[src/rtl/actuator_uart_core.sv]
// MMIO slot UART for one actuator serial channel: TX/RX FIFOs, 16x oversampled baud tick, 8N1 framing.
// Optional macro PARITY_EN adds an even-parity bit to both directions (8E1) and the parity_err flag.
module actuator_uart_core #(
    parameter int unsigned DBIT     = 8,
    parameter int unsigned SB_TICK  = 16,
    parameter int unsigned FIFO_W   = 4,
    parameter int unsigned DVSR_RST = 650
) (
    input  logic        clk,
    input  logic        reset,
    input  logic        cs,
    input  logic        read,
    input  logic        write,
    input  logic [4:0]  addr,
    input  logic [31:0] wr_data,
    output logic [31:0] rd_data,
    input  logic        rx,
    output logic        tx
);

`ifdef PARITY_EN
    localparam logic PAR_EN = 1'b1;
`else
    localparam logic PAR_EN = 1'b0;
`endif

    localparam int unsigned DEPTH = 1 << FIFO_W;
    localparam int unsigned CW    = FIFO_W + 1;
    localparam int unsigned DW    = 11;
    localparam int unsigned NW    = (DBIT > 1) ? $clog2(DBIT) : 1;
    localparam int unsigned TW    = $clog2((SB_TICK > 16) ? SB_TICK : 16);

    typedef enum logic [2:0] {S_IDLE, S_START, S_DATA, S_PAR, S_STOP} state_t;

    logic wr_en, dvsr_wr, tx_push, rx_pop, flag_clr;
    logic unused_bits;

    assign wr_en       = cs & write;
    assign dvsr_wr     = wr_en && (addr == 5'd1);
    assign tx_push     = wr_en && (addr == 5'd2);
    assign rx_pop      = wr_en && (addr == 5'd3);
    assign flag_clr    = wr_en && (addr == 5'd4);
    assign unused_bits = &{1'b0, wr_data[31:DW]};

    // Baud tick: one cycle every dvsr+1 clocks
    logic [DW-1:0] dvsr, cnt;
    logic          tick;

    assign tick = (cnt == dvsr);

    always_ff @(posedge clk) begin
        if (reset) begin
            dvsr <= DW'(DVSR_RST);
            cnt  <= '0;
        end else if (dvsr_wr) begin
            dvsr <= wr_data[DW-1:0];
            cnt  <= '0;
        end else begin
            cnt  <= tick ? '0 : cnt + DW'(1);
        end
    end

    // TX FIFO
    logic [7:0]        tx_mem [DEPTH];
    logic [FIFO_W-1:0] tx_wp, tx_rp;
    logic [CW-1:0]     tx_cnt;
    logic              tx_full, tx_fempty, tx_pop, tx_push_ok, tx_pop_ok;
    logic [7:0]        tx_head;

    assign tx_full    = (tx_cnt == CW'(DEPTH));
    assign tx_fempty  = (tx_cnt == '0);
    assign tx_push_ok = tx_push & ~tx_full;
    assign tx_pop_ok  = tx_pop & ~tx_fempty;
    assign tx_head    = tx_mem[tx_rp];

    always_ff @(posedge clk) begin
        if (reset) begin
            tx_wp  <= '0;
            tx_rp  <= '0;
            tx_cnt <= '0;
        end else begin
            if (tx_push_ok) tx_wp <= tx_wp + FIFO_W'(1);
            if (tx_pop_ok)  tx_rp <= tx_rp + FIFO_W'(1);
            tx_cnt <= tx_cnt + CW'(tx_push_ok) - CW'(tx_pop_ok);
        end
    end

    always_ff @(posedge clk) begin
        if (tx_push_ok) tx_mem[tx_wp] <= wr_data[7:0];
    end

    // RX FIFO
    logic [DBIT-1:0]   rx_mem [DEPTH];
    logic [FIFO_W-1:0] rx_wp, rx_rp;
    logic [CW-1:0]     rx_cnt;
    logic              rx_full, rx_fempty, rx_done, rx_push_ok, rx_pop_ok;
    logic [7:0]        rx_head;
    logic [DBIT-1:0]   rx_b;

    assign rx_full    = (rx_cnt == CW'(DEPTH));
    assign rx_fempty  = (rx_cnt == '0);
    assign rx_push_ok = rx_done & ~rx_full;
    assign rx_pop_ok  = rx_pop & ~rx_fempty;
    assign rx_head    = rx_fempty ? 8'd0 : 8'(rx_mem[rx_rp]);

    always_ff @(posedge clk) begin
        if (reset) begin
            rx_wp  <= '0;
            rx_rp  <= '0;
            rx_cnt <= '0;
        end else begin
            if (rx_push_ok) rx_wp <= rx_wp + FIFO_W'(1);
            if (rx_pop_ok)  rx_rp <= rx_rp + FIFO_W'(1);
            rx_cnt <= rx_cnt + CW'(rx_push_ok) - CW'(rx_pop_ok);
        end
    end

    always_ff @(posedge clk) begin
        if (rx_push_ok) rx_mem[rx_wp] <= rx_b;
    end

    // RX: 2-FF synchroniser, then start-bit mid-point check and centre sampling
    logic            rx_meta, rx_s;
    state_t          rx_state, rx_state_next;
    logic [TW-1:0]   rx_tc, rx_tc_next;
    logic [NW-1:0]   rx_n, rx_n_next;
    logic [DBIT-1:0] rx_b_next;
    logic            rx_pbad, rx_pbad_next, ferr_set, perr_set;

    always_ff @(posedge clk) begin
        if (reset) begin
            rx_meta  <= 1'b1;
            rx_s     <= 1'b1;
            rx_state <= S_IDLE;
            rx_tc    <= '0;
            rx_n     <= '0;
            rx_b     <= '0;
            rx_pbad  <= 1'b0;
        end else begin
            rx_meta  <= rx;
            rx_s     <= rx_meta;
            rx_state <= rx_state_next;
            rx_tc    <= rx_tc_next;
            rx_n     <= rx_n_next;
            rx_b     <= rx_b_next;
            rx_pbad  <= rx_pbad_next;
        end
    end

    always_comb begin
        rx_state_next = rx_state;
        rx_tc_next    = rx_tc;
        rx_n_next     = rx_n;
        rx_b_next     = rx_b;
        rx_pbad_next  = rx_pbad;
        rx_done       = 1'b0;
        ferr_set      = 1'b0;
        perr_set      = 1'b0;
        case (rx_state)
            S_IDLE: if (!rx_s) begin
                rx_state_next = S_START;
                rx_tc_next    = '0;
            end
            S_START: if (tick) begin
                if (rx_tc == TW'(7)) begin
                    rx_state_next = rx_s ? S_IDLE : S_DATA;
                    rx_tc_next    = '0;
                    rx_n_next     = '0;
                    rx_pbad_next  = 1'b0;
                end else rx_tc_next = rx_tc + TW'(1);
            end
            S_DATA: if (tick) begin
                if (rx_tc == TW'(15)) begin
                    rx_tc_next = '0;
                    rx_b_next  = {rx_s, rx_b[DBIT-1:1]};
                    if (rx_n == NW'(DBIT - 1)) rx_state_next = PAR_EN ? S_PAR : S_STOP;
                    else                       rx_n_next     = rx_n + NW'(1);
                end else rx_tc_next = rx_tc + TW'(1);
            end
            S_PAR: if (tick) begin
                if (rx_tc == TW'(15)) begin
                    rx_tc_next    = '0;
                    rx_pbad_next  = rx_s ^ (^rx_b);
                    rx_state_next = S_STOP;
                end else rx_tc_next = rx_tc + TW'(1);
            end
            S_STOP: if (tick) begin
                if (rx_tc == TW'(SB_TICK - 1)) begin
                    rx_state_next = S_IDLE;
                    if (!rx_s)        ferr_set = 1'b1;
                    else if (rx_pbad) perr_set = 1'b1;
                    else              rx_done  = 1'b1;
                end else rx_tc_next = rx_tc + TW'(1);
            end
            default: rx_state_next = S_IDLE;
        endcase
    end

    // TX: pops on entry to START, so a queued byte follows the stop bit with no idle gap
    state_t          tx_state, tx_state_next;
    logic [TW-1:0]   tx_tc, tx_tc_next;
    logic [NW-1:0]   tx_n, tx_n_next;
    logic [7:0]      tx_b, tx_b_next;
    logic            tx_par, tx_par_next, tx_next, tx_load;

    assign tx_pop = tx_load;

    always_ff @(posedge clk) begin
        if (reset) begin
            tx_state <= S_IDLE;
            tx_tc    <= '0;
            tx_n     <= '0;
            tx_b     <= '0;
            tx_par   <= 1'b0;
            tx       <= 1'b1;
        end else begin
            tx_state <= tx_state_next;
            tx_tc    <= tx_tc_next;
            tx_n     <= tx_n_next;
            tx_b     <= tx_b_next;
            tx_par   <= tx_par_next;
            tx       <= tx_next;
        end
    end

    always_comb begin
        tx_state_next = tx_state;
        tx_tc_next    = tx_tc;
        tx_n_next     = tx_n;
        tx_b_next     = tx_b;
        tx_par_next   = tx_par;
        tx_next       = 1'b1;
        tx_load       = 1'b0;
        case (tx_state)
            S_IDLE: tx_load = !tx_fempty;
            S_START: begin
                tx_next = 1'b0;
                if (tick) begin
                    if (tx_tc == TW'(15)) begin
                        tx_state_next = S_DATA;
                        tx_tc_next    = '0;
                        tx_n_next     = '0;
                    end else tx_tc_next = tx_tc + TW'(1);
                end
            end
            S_DATA: begin
                tx_next = tx_b[0];
                if (tick) begin
                    if (tx_tc == TW'(15)) begin
                        tx_tc_next = '0;
                        tx_b_next  = tx_b >> 1;
                        if (tx_n == NW'(DBIT - 1)) tx_state_next = PAR_EN ? S_PAR : S_STOP;
                        else                       tx_n_next     = tx_n + NW'(1);
                    end else tx_tc_next = tx_tc + TW'(1);
                end
            end
            S_PAR: begin
                tx_next = tx_par;
                if (tick) begin
                    if (tx_tc == TW'(15)) begin
                        tx_tc_next    = '0;
                        tx_state_next = S_STOP;
                    end else tx_tc_next = tx_tc + TW'(1);
                end
            end
            S_STOP: begin
                tx_next = 1'b1;
                if (tick) begin
                    if (tx_tc == TW'(SB_TICK - 1)) begin
                        tx_state_next = S_IDLE;
                        tx_load       = !tx_fempty;
                    end else tx_tc_next = tx_tc + TW'(1);
                end
            end
            default: tx_state_next = S_IDLE;
        endcase
        if (tx_load) begin
            tx_state_next = S_START;
            tx_tc_next    = '0;
            tx_b_next     = tx_head;
            tx_par_next   = ^tx_head;
        end
    end

    // Sticky status flags; a set in the same cycle as a clear wins
    logic overrun, frame_err, parity_err, tx_empty;

    assign tx_empty = tx_fempty && (tx_state == S_IDLE);

    always_ff @(posedge clk) begin
        if (reset) begin
            overrun    <= 1'b0;
            frame_err  <= 1'b0;
            parity_err <= 1'b0;
        end else begin
            overrun    <= (rx_done & rx_full) | (overrun & ~flag_clr);
            frame_err  <= ferr_set | (frame_err & ~flag_clr);
            parity_err <= perr_set | (parity_err & ~flag_clr);
        end
    end

    always_comb begin
        rd_data = '0;
        if (cs && read && (addr == 5'd0))
            rd_data = {18'd0, parity_err, frame_err, tx_empty, overrun, tx_full, rx_fempty, rx_head};
    end

endmodule

[config.mk]
export PLATFORM = sky130hd
export DESIGN_NAME = actuator_uart_core
export DESIGN_NICKNAME = d
export VERILOG_FILES = /design/src/rtl/actuator_uart_core.sv
export SDC_FILE = /design/constraint.sdc
export NUM_CORES = 1
export LEC_CHECK = 0
export BUFFER_PORTS_ARGS = -buffer_cell sky130_fd_sc_hd__clkbuf_2
export CORE_ASPECT_RATIO = 0.75
export CORE_MARGIN = 2
export CORE_UTILIZATION = 44
export CTS_CLUSTER_SIZE = 14
export DETAILED_ROUTE_END_ITERATION = 10
export GPL_ROUTABILITY_DRIVEN = 1
export GPL_TIMING_DRIVEN = 0
export PLACE_DENSITY = 0.69
export SLEW_MARGIN = 0
export SYNTH_ARGS = -nofsm -noshare
export SYNTH_HDL_FRONTEND = slang
export SYNTH_SLANG_ARGS = --single-unit
[constraint.sdc]
create_clock -name clk -period 3.3 [get_ports clk]
set_input_delay 0.66 -clock clk [delete_from_list [all_inputs] [get_ports clk]]
set_output_delay 0.66 -clock clk [all_outputs]
set_load 0.05 [all_outputs]
==> flow_metrics.env, run 1 <==
export IMPL_status="complete, no violations"
export IMPL_vias=8579
export IMPL_max_clock_freq_mhz=310.8
export IMPL_hold_class="input pin to register"
export IMPL_synth_area_um2=14790
export IMPL_port_buffers=35
export IMPL_diodes=0
export IMPL_clk_latency_ns=0.53
export IMPL_worst_setup_path_type="register to register"
export IMPL_dp_cells=1510
export IMPL_synthMuxAreaShare_pct=11.78
export IMPL_first_pass_iters=5
export IMPL_drv_slew=0
export IMPL_drt_iter0_drc=869
export IMPL_synth_adder_area_share_pct=2.640
export IMPL_yosysSeqAreaShare_pct=65.53
export IMPL_tightest_slew_ns=0.9256
export IMPL_row_count=58
export IMPL_timing_final_crit_share_pct=97.49
export IMPL_hpwl_um=20670
export IMPL_ys_ff_latch=356
export IMPL_drc_errors=0
export IMPL_startpoint_type="register"
export IMPL_critPathArrivalTime_ns=3.65
export IMPL_grt_max_degree=20
export IMPL_p_switching_uw=2610
export IMPL_path_max_fanout=5
export IMPL_clock_sinks=356
export IMPL_endpoint_kind="register"
export IMPL_clockRootBuffer="clkbuf_16"
export IMPL_finClkSkew_ns=0.02605
export IMPL_p_comb_share_pct=13.4
export IMPL_layout_drive_gt1_share_pct=21.12
export IMPL_cts_tree="built"
export IMPL_synth_compound_area_share_pct=4.739
export IMPL_die_w_um=215.7
export IMPL_swShare_pct=23.63
export IMPL_die_y_um=162.8
export IMPL_grt_pass1_wl_um=48200
export IMPL_synth_edf_count=256
export IMPL_coreArea_um2=33310
export IMPL_initial_core_util_pct=44.39
export IMPL_placed_cell_area_um2=15610
export IMPL_synth_main_ff_cell="edfxtp_1"
export IMPL_leakagePower_uw=0.005919
export IMPL_final_fill_count=2730
export IMPL_ir_drop_uv=366.9
export IMPL_yosysWarnings=0
export IMPL_slew_limit_headroom_pct=38.07
export IMPL_final_cell_mix="edfxtp_1, nor2_1, dfxtp_1"
export IMPL_ys_types=55
export IMPL_maxCapViolations=0
export IMPL_worst_slack_ns=0.08280
export IMPL_grt_overflow_total=0
export IMPL_synth_top_family_by_area="multiplexers"
export IMPL_routed_wirelength_um=31300
export IMPL_synth_xor_area_share_pct=3.317
export IMPL_synth_simple_area_share_pct=9.182
export IMPL_final_common_cell="edfxtp_1"
export IMPL_numCtsBuffers=38
export IMPL_antenna_found_initial=0
export IMPL_ys_async_sr_fraction_pct=0
export IMPL_io_pins=76
export IMPL_clock_path_buffers=3
export IMPL_clockPowerShare_pct=41.8
export IMPL_hold_viol=0
export IMPL_viasPerCell=5.392
export IMPL_wl_per_cell_um=19.67
export IMPL_path_clk_slew_ns=0.06
export IMPL_intPower_uw=8437
export IMPL_grt_usage_pct=18.07
export IMPL_rsz0062_at_grt="true"
export IMPL_power_density_nw_per_um2=641.0
export IMPL_pwr_share_seq_pct=44.8
export IMPL_grt_pass1_vias=8496
export IMPL_ant_nets=0
export IMPL_synth_cells=1008
export IMPL_design_area_um2=17230
export IMPL_area_growth_pct=16.55
export IMPL_place_gp_congestion=0.8606
export IMPL_h_tree_depth=2
export IMPL_pre_cts_ws_ns=-0.6267
export IMPL_dieArea_um2=35100
export IMPL_hold_buffers=0
export IMPL_min_period_ns=3.217
export IMPL_nNetsFinal=1186
export IMPL_setup_viol=0
export IMPL_cp_required_ns=3.73
export IMPL_avgSynthCellArea_um2=14.67
export IMPL_fin_cells=1591
routing by layer:
metal	vias up	global-route usage, %	wire length, µm
li1	3967	-	-
met1	4305	26.63	14700
met2	257	27.38	13920
met3	50	3.287	2012
met4	0	5.674	662
met5	-	0	0
flip-flops by register name (all words and copies together) (netlist names), 3 cells and up, named ones only:
| signal | flops |
|---|---|
| dvsr | 11 |
| tx_b | 8 |
| cnt | 11 |
| tx_n | 3 |
| rx_tc | 4 |
| tx_wp | 4 |
| rx_mem | 128 |
| tx_mem | 128 |
| tx_state | 3 |
| rx_n | 3 |
| rx_b | 8 |
| rx_rp | 4 |
| tx_tc | 4 |
| rx_cnt | 5 |
| tx_cnt | 5 |
| rx_wp | 4 |
| tx_rp | 4 |
| rx_state | 3 |
final timing paths:
kind / from / end / slack, ns / cells past startpoint
worst max register to register: cnt[1] / rx_cnt[4] / 0.08 / 17
worst min register to register: rx_meta / rx_s / 0.40 / 1
worst max-delay path: cnt[1] / rx_cnt[4] / 0.08 / 17
worst min-delay path: rx / rx_meta / 0.33 / 2
kinds of logic (layout without fill, tap and decap cells):
family                     Yosys count  count (layout)
muxes                               94              94
other                                1              18
adders and majority gates           30              30
buffers and inverters               89             205
AOI/OAI and AO/OA                  106             106
DFF                                356             356
and+or+nand+nor                    276             276
xor gates and xnor gates            56              56
through the flow:
| stage | utilization (%) | TNS, ns | power (µW) | hold slack (ns) |
|---|---|---|---|---|
| 4_1_cts | 51.39 | 0 | 11050 | 0.3126 |
| 6_report | 51.74 | 0 | 11050 | 0.3326 |
| 3_3_place_gp | 46.80 | -55.70 | 6398 | 0.3930 |
| 2_1_floorplan | - | -2.835 | 6081 | 0.3895 |
| 3_5_place_dp | 46.85 | -58.23 | 6423 | 0.3987 |
| 5_1_grt | 51.74 | -0.1618 | 11460 | 0.3347 |
Yosys cell counts, types with 2 or more instances:
library cell    n  share of area, %
nor3_1         20              0.68
buf_2           8              0.27
nor2_1        114               2.9
o32a_1          2              0.14
xnor2_1        27               1.6
ha_1           28               2.4
mux4_2         64               9.7
buf_1          11              0.28
dfxtp_1       100                14
and2_1          5              0.21
buf_4          18              0.91
fa_1            2              0.27
clkbuf_1       28              0.71
a21oi_1        33               1.1
o21ai_0        10              0.34
nor4_1          4              0.17
a211o_1         4              0.24
nor2b_1        21              0.89
nand3_1        11              0.37
nand4_1         7              0.30
nor3b_1         4              0.20
edfxtp_1      256                52
nor4_4          2              0.29
inv_1          24              0.61
and3_1          6              0.25
nand2_1        52               1.3
a31oi_1         2             0.085
mux2i_1        30               2.0
or3_1           7              0.30
nand2b_1        8              0.34
a21o_1          3              0.15
a22oi_1        27               1.4
a211oi_1       17              0.86
or2_2           4              0.17
xor2_1         29               1.7
what timing repair did:
action                                  CTS  global route
pin swaps                                 4             6
endpoints found under the setup margin  151            41
resized for setup                        27            19
buffers inserted                          9             7
worst max-delay path, cell delays in order (launching register included):
cell	delay, ns
dfxtp_2	0.35
xor2_1	0.17
nor4_4	0.36
nand4_1	0.13
buf_4	0.17
nor4b_4	0.27
buf_6	0.15
inv_1	0.04
ha_1	0.26
inv_1	0.04
ha_1	0.18
inv_1	0.09
fa_2	0.22
inv_1	0.06
a21oi_2	0.11
nor2_1	0.05
or3_1	0.35
a21oi_2	0.12
layout make-up:
| class | instances | area (µm²) | area share, % |
|---|---|---|---|
| buffer | 62 | 342.8 | 1.989 |
| clock buffer | 45 | 1018 | 5.910 |
| clock inverter | 23 | 351.6 | 2.040 |
| inverter | 24 | 90.09 | 0.5228 |
| multi-input combinational | 580 | 4873 | 28.28 |
| sequential | 356 | 9694 | 56.25 |
| tap | 450 | 563.0 | 3.267 |
| timing repair buffer | 51 | 299.0 | 1.735 |
power groups by stage:
stage | logic [µW] | clock network [µW] | registers (µW)
finish | 1480 | 4620 | 4950
global route | 1630 | 4870 | 4960
CTS | 1420 | 4690 | 4940
detailed placement | 1390 | 0 | 5040
global placement | 1360 | 0 | 5030
floorplan | 1060 | 0 | 5020
Power figures use the tool's default switching activity.
==> inputs of run 2 (changes only) <==
ABC_AREA = 1   (was unset)
CORE_UTILIZATION = 40   (was 44)
HOLD_SLACK_MARGIN = 0.15   (was unset)
PLACE_DENSITY = 0.64   (was 0.69)
==> flow_metrics.env, run 2 <==
export IMPL_synth_main_ff_cell="edfxtp_1"
export IMPL_leakagePower_uw=0.007094
export IMPL_clockPowerShare_pct=35.2
export IMPL_p_switching_uw=3678
export IMPL_critPathArrivalTime_ns=2.55
export IMPL_drc_errors=0
export IMPL_synth_top_area_share_pct=48.44
export IMPL_place_gp_congestion=0.9263
export IMPL_status="complete, no violations"
export IMPL_ys_async_sr_fraction_pct=0
export IMPL_holdWs_ns=0.3353
export IMPL_power_density_nw_per_um2=648.0
export IMPL_port_buffers=35
export IMPL_endpoint_kind="primary output"
export IMPL_hpwl_um=27540
export IMPL_crit_path_frequent_cell="nand2_1"
export IMPL_numCtsBuffers=37
export IMPL_design_area_um2=18070
export IMPL_slew_limit_headroom_pct=24.87
export IMPL_startpoint_type="register"
export IMPL_reg2regPathDepth=16
export IMPL_layout_drive_gt1_share_pct=9.926
export IMPL_regArea_um2=9696
export IMPL_coreArea_um2=39330
export IMPL_crit_chain="buf_2, buf_6, buf_4, o21ai_0, o21ai_1, nand2_1, nand3_1, nand2_1, a31oi_1, clkbuf_4"
export IMPL_drv_slew=0
export IMPL_path_max_fanout=10
export IMPL_synth_area_um2=15870
export IMPL_final_common_cell="nand2_1"
export IMPL_viasPerCell=5.085
export IMPL_grt_usage_pct=19.44
export IMPL_synth_edf_count=256
export IMPL_initial_core_util_pct=40.35
export IMPL_placed_cell_area_um2=16760
export IMPL_rsz0062_at_grt="true"
export IMPL_yosysSeqAreaShare_pct=61.05
export IMPL_yosysTopAreaCell="edfxtp_1"
export IMPL_grt_overflow_total=0
export IMPL_hold_viol=0
export IMPL_cpMaxStageDelayCell="dfxtp_1"
export IMPL_die_y_um=176.5
export IMPL_setup_tns_ns=0
export IMPL_row_count=63
export IMPL_wl_per_cell_um=17.51
export IMPL_reg_largest_list="rx_mem (128), tx_mem (128)"
export IMPL_cts_tree="built"
export IMPL_hold_depth=2
export IMPL_ys_ff_latch=356
export IMPL_dieArea_um2=41310
export IMPL_clock_sinks=356
export IMPL_clock_path_buffers=3
export IMPL_min_period_ns=3.211
export IMPL_fin_util_pct=45.94
export IMPL_hold_buffers=0
export IMPL_holdCritStartpoint="rx"
export IMPL_timing_rr_end="rx_cnt[4]"
export IMPL_cp_required_ns=2.64
export IMPL_synthTopCellsByCount="nand2_1, edfxtp_1, inv_1"
export IMPL_clockRootBuffer="clkbuf_16"
export IMPL_grt_pass1_vias=10880
export IMPL_intPower_uw=8030
export IMPL_slowest_delay_ns=0.30
export IMPL_antenna_found_initial=1
export IMPL_routed_wirelength_um=39810
export IMPL_area_growth_pct=13.84
export IMPL_yosysMostFrequentCell="nand2_1"
export IMPL_nNetsFinal=1798
export IMPL_final_cell_mix="nand2_1, edfxtp_1, inv_1"
export IMPL_hold_class="input pin to register"
export IMPL_yosysWarnings=0
export IMPL_vias=11560
export IMPL_tightest_slew_ns=1.118
export IMPL_cp_top_family="buffers and inverters"
export IMPL_ir_drop_uv=417.2
export IMPL_synth_area_leaders="edfxtp_1, dfxtp_1, nand2_1, inv_1, nand3_1"
export IMPL_drt_iter0_drc=1236
export IMPL_final_fill_count=3642
export IMPL_hold_end="rx_meta"
export IMPL_synth_cells=1629
export IMPL_grt_max_degree=20
export IMPL_clk_latency_ns=0.55
export IMPL_p_comb_share_pct=22.2
export IMPL_pwr_share_seq_pct=42.6
export IMPL_finClkSkew_ns=0.03157
export IMPL_swShare_pct=31.42
export IMPL_max_clock_freq_mhz=311.5
export IMPL_die_w_um=234.0
export IMPL_h_tree_depth=2
export IMPL_setup_viol=0
export IMPL_grt_pass1_wl_um=61060
export IMPL_ys_types=42
export IMPL_avgSynthCellArea_um2=9.743
export IMPL_multi_input_area_um2=5141
export IMPL_maxCapViolations=0
export IMPL_worst_setup_path_type="register to primary output"
export IMPL_r2r_start="cnt[7]"
export IMPL_path_clk_slew_ns=0.06
export IMPL_reg2reg_slack_ns=0.14
export IMPL_first_pass_iters=6
export IMPL_io_pins=76
export IMPL_worst_path_buf_inv=4
export IMPL_timing_final_crit_share_pct=97.29
export IMPL_ant_nets=0
-- run 2: changes by cell type after synthesis, sizes merged, moves of 31 or more --
cell / change
mux4: -64
nand2: +320
nand3: +120
o21ai: +95
a21oi: +60
inv: +168
nor2: +31
-- run 2: how the worst max path moves through the flow --
stage	start	endpoint	slack, ns	cells after the start
finish	register	rd_data[0]	0.09	10
global route	dvsr[9]	rx_cnt[4]	-0.05	17
CTS	cnt[5]	rx_cnt[4]	0.03	17
detailed placement	cnt[5]	rx_cnt[4]	0.04	17
global placement	cnt[5]	rx_cnt[4]	0.1	17
floorplan	addr[3]	rd_data[0]	0.31	7
-- run 2: logic make-up after synthesis --
logic type / after synthesis / share of synthesized area [%]
compound gates: 220 / 7.237
xor+xnor: 30 / 1.655
fa+ha+maj: 30 / 2.460
buf+inv: 271 / 7.158
flops: 356 / 61.05
mux: 32 / 2.018
other cells: 1 / 0.02363
simple gates: 689 / 18.40
-- run 2: power groups by stage --
stage          Clock (µW)  Sequential, µW  Combinational (µW)
2_1_floorplan           0            5070                1790
6_report             4130            4980                2600
5_1_grt              4380            5000                2910
3_3_place_gp            0            5070                2500
3_5_place_dp            0            5080                2550
4_1_cts              4190            4980                2570
-- run 2: metal layers --
metal	up-vias	share of wire (%)	GRT usage [%]
met4	0	2.5	5.907
li1	5603	-	-
met1	5428	45	28.58
met2	466	43	29.11
met3	67	8.7	3.569
met5	-	0	0
-- run 2: layout make-up --
class / instances / share of cell area [%]
antenna: 1 / 0.01385
buffer: 78 / 2.382
clock buffer: 60 / 6.281
clock inverter: 7 / 0.3462
inverter: 192 / 3.989
multi-input combinational: 1019 / 28.45
sequential: 356 / 53.66
tap: 520 / 3.601
timing repair buffer: 41 / 1.274
-- run 2: stage by stage --
| step | setup WS (ns) | power (µW) | std cells |
|---|---|---|---|
| 5_1_grt | -0.05140 | 12290 | 2273 |
| 4_1_cts | 0.02908 | 11740 | 2267 |
| 2_1_floorplan | 0.3137 | 6859 | 1646 |
| 3_3_place_gp | 0.09862 | 7578 | 2201 |
| 3_5_place_dp | 0.04199 | 7626 | 2201 |
| 6_report | 0.08944 | 11710 | 2274 |
-- run 2: timing repair --
item | 4_1_cts | 5_1_grt
setup buffers | 0 | 6
endpoints found under the setup margin | 8 | 9
pin swaps | 0 | 5
resized for setup | 8 | 28
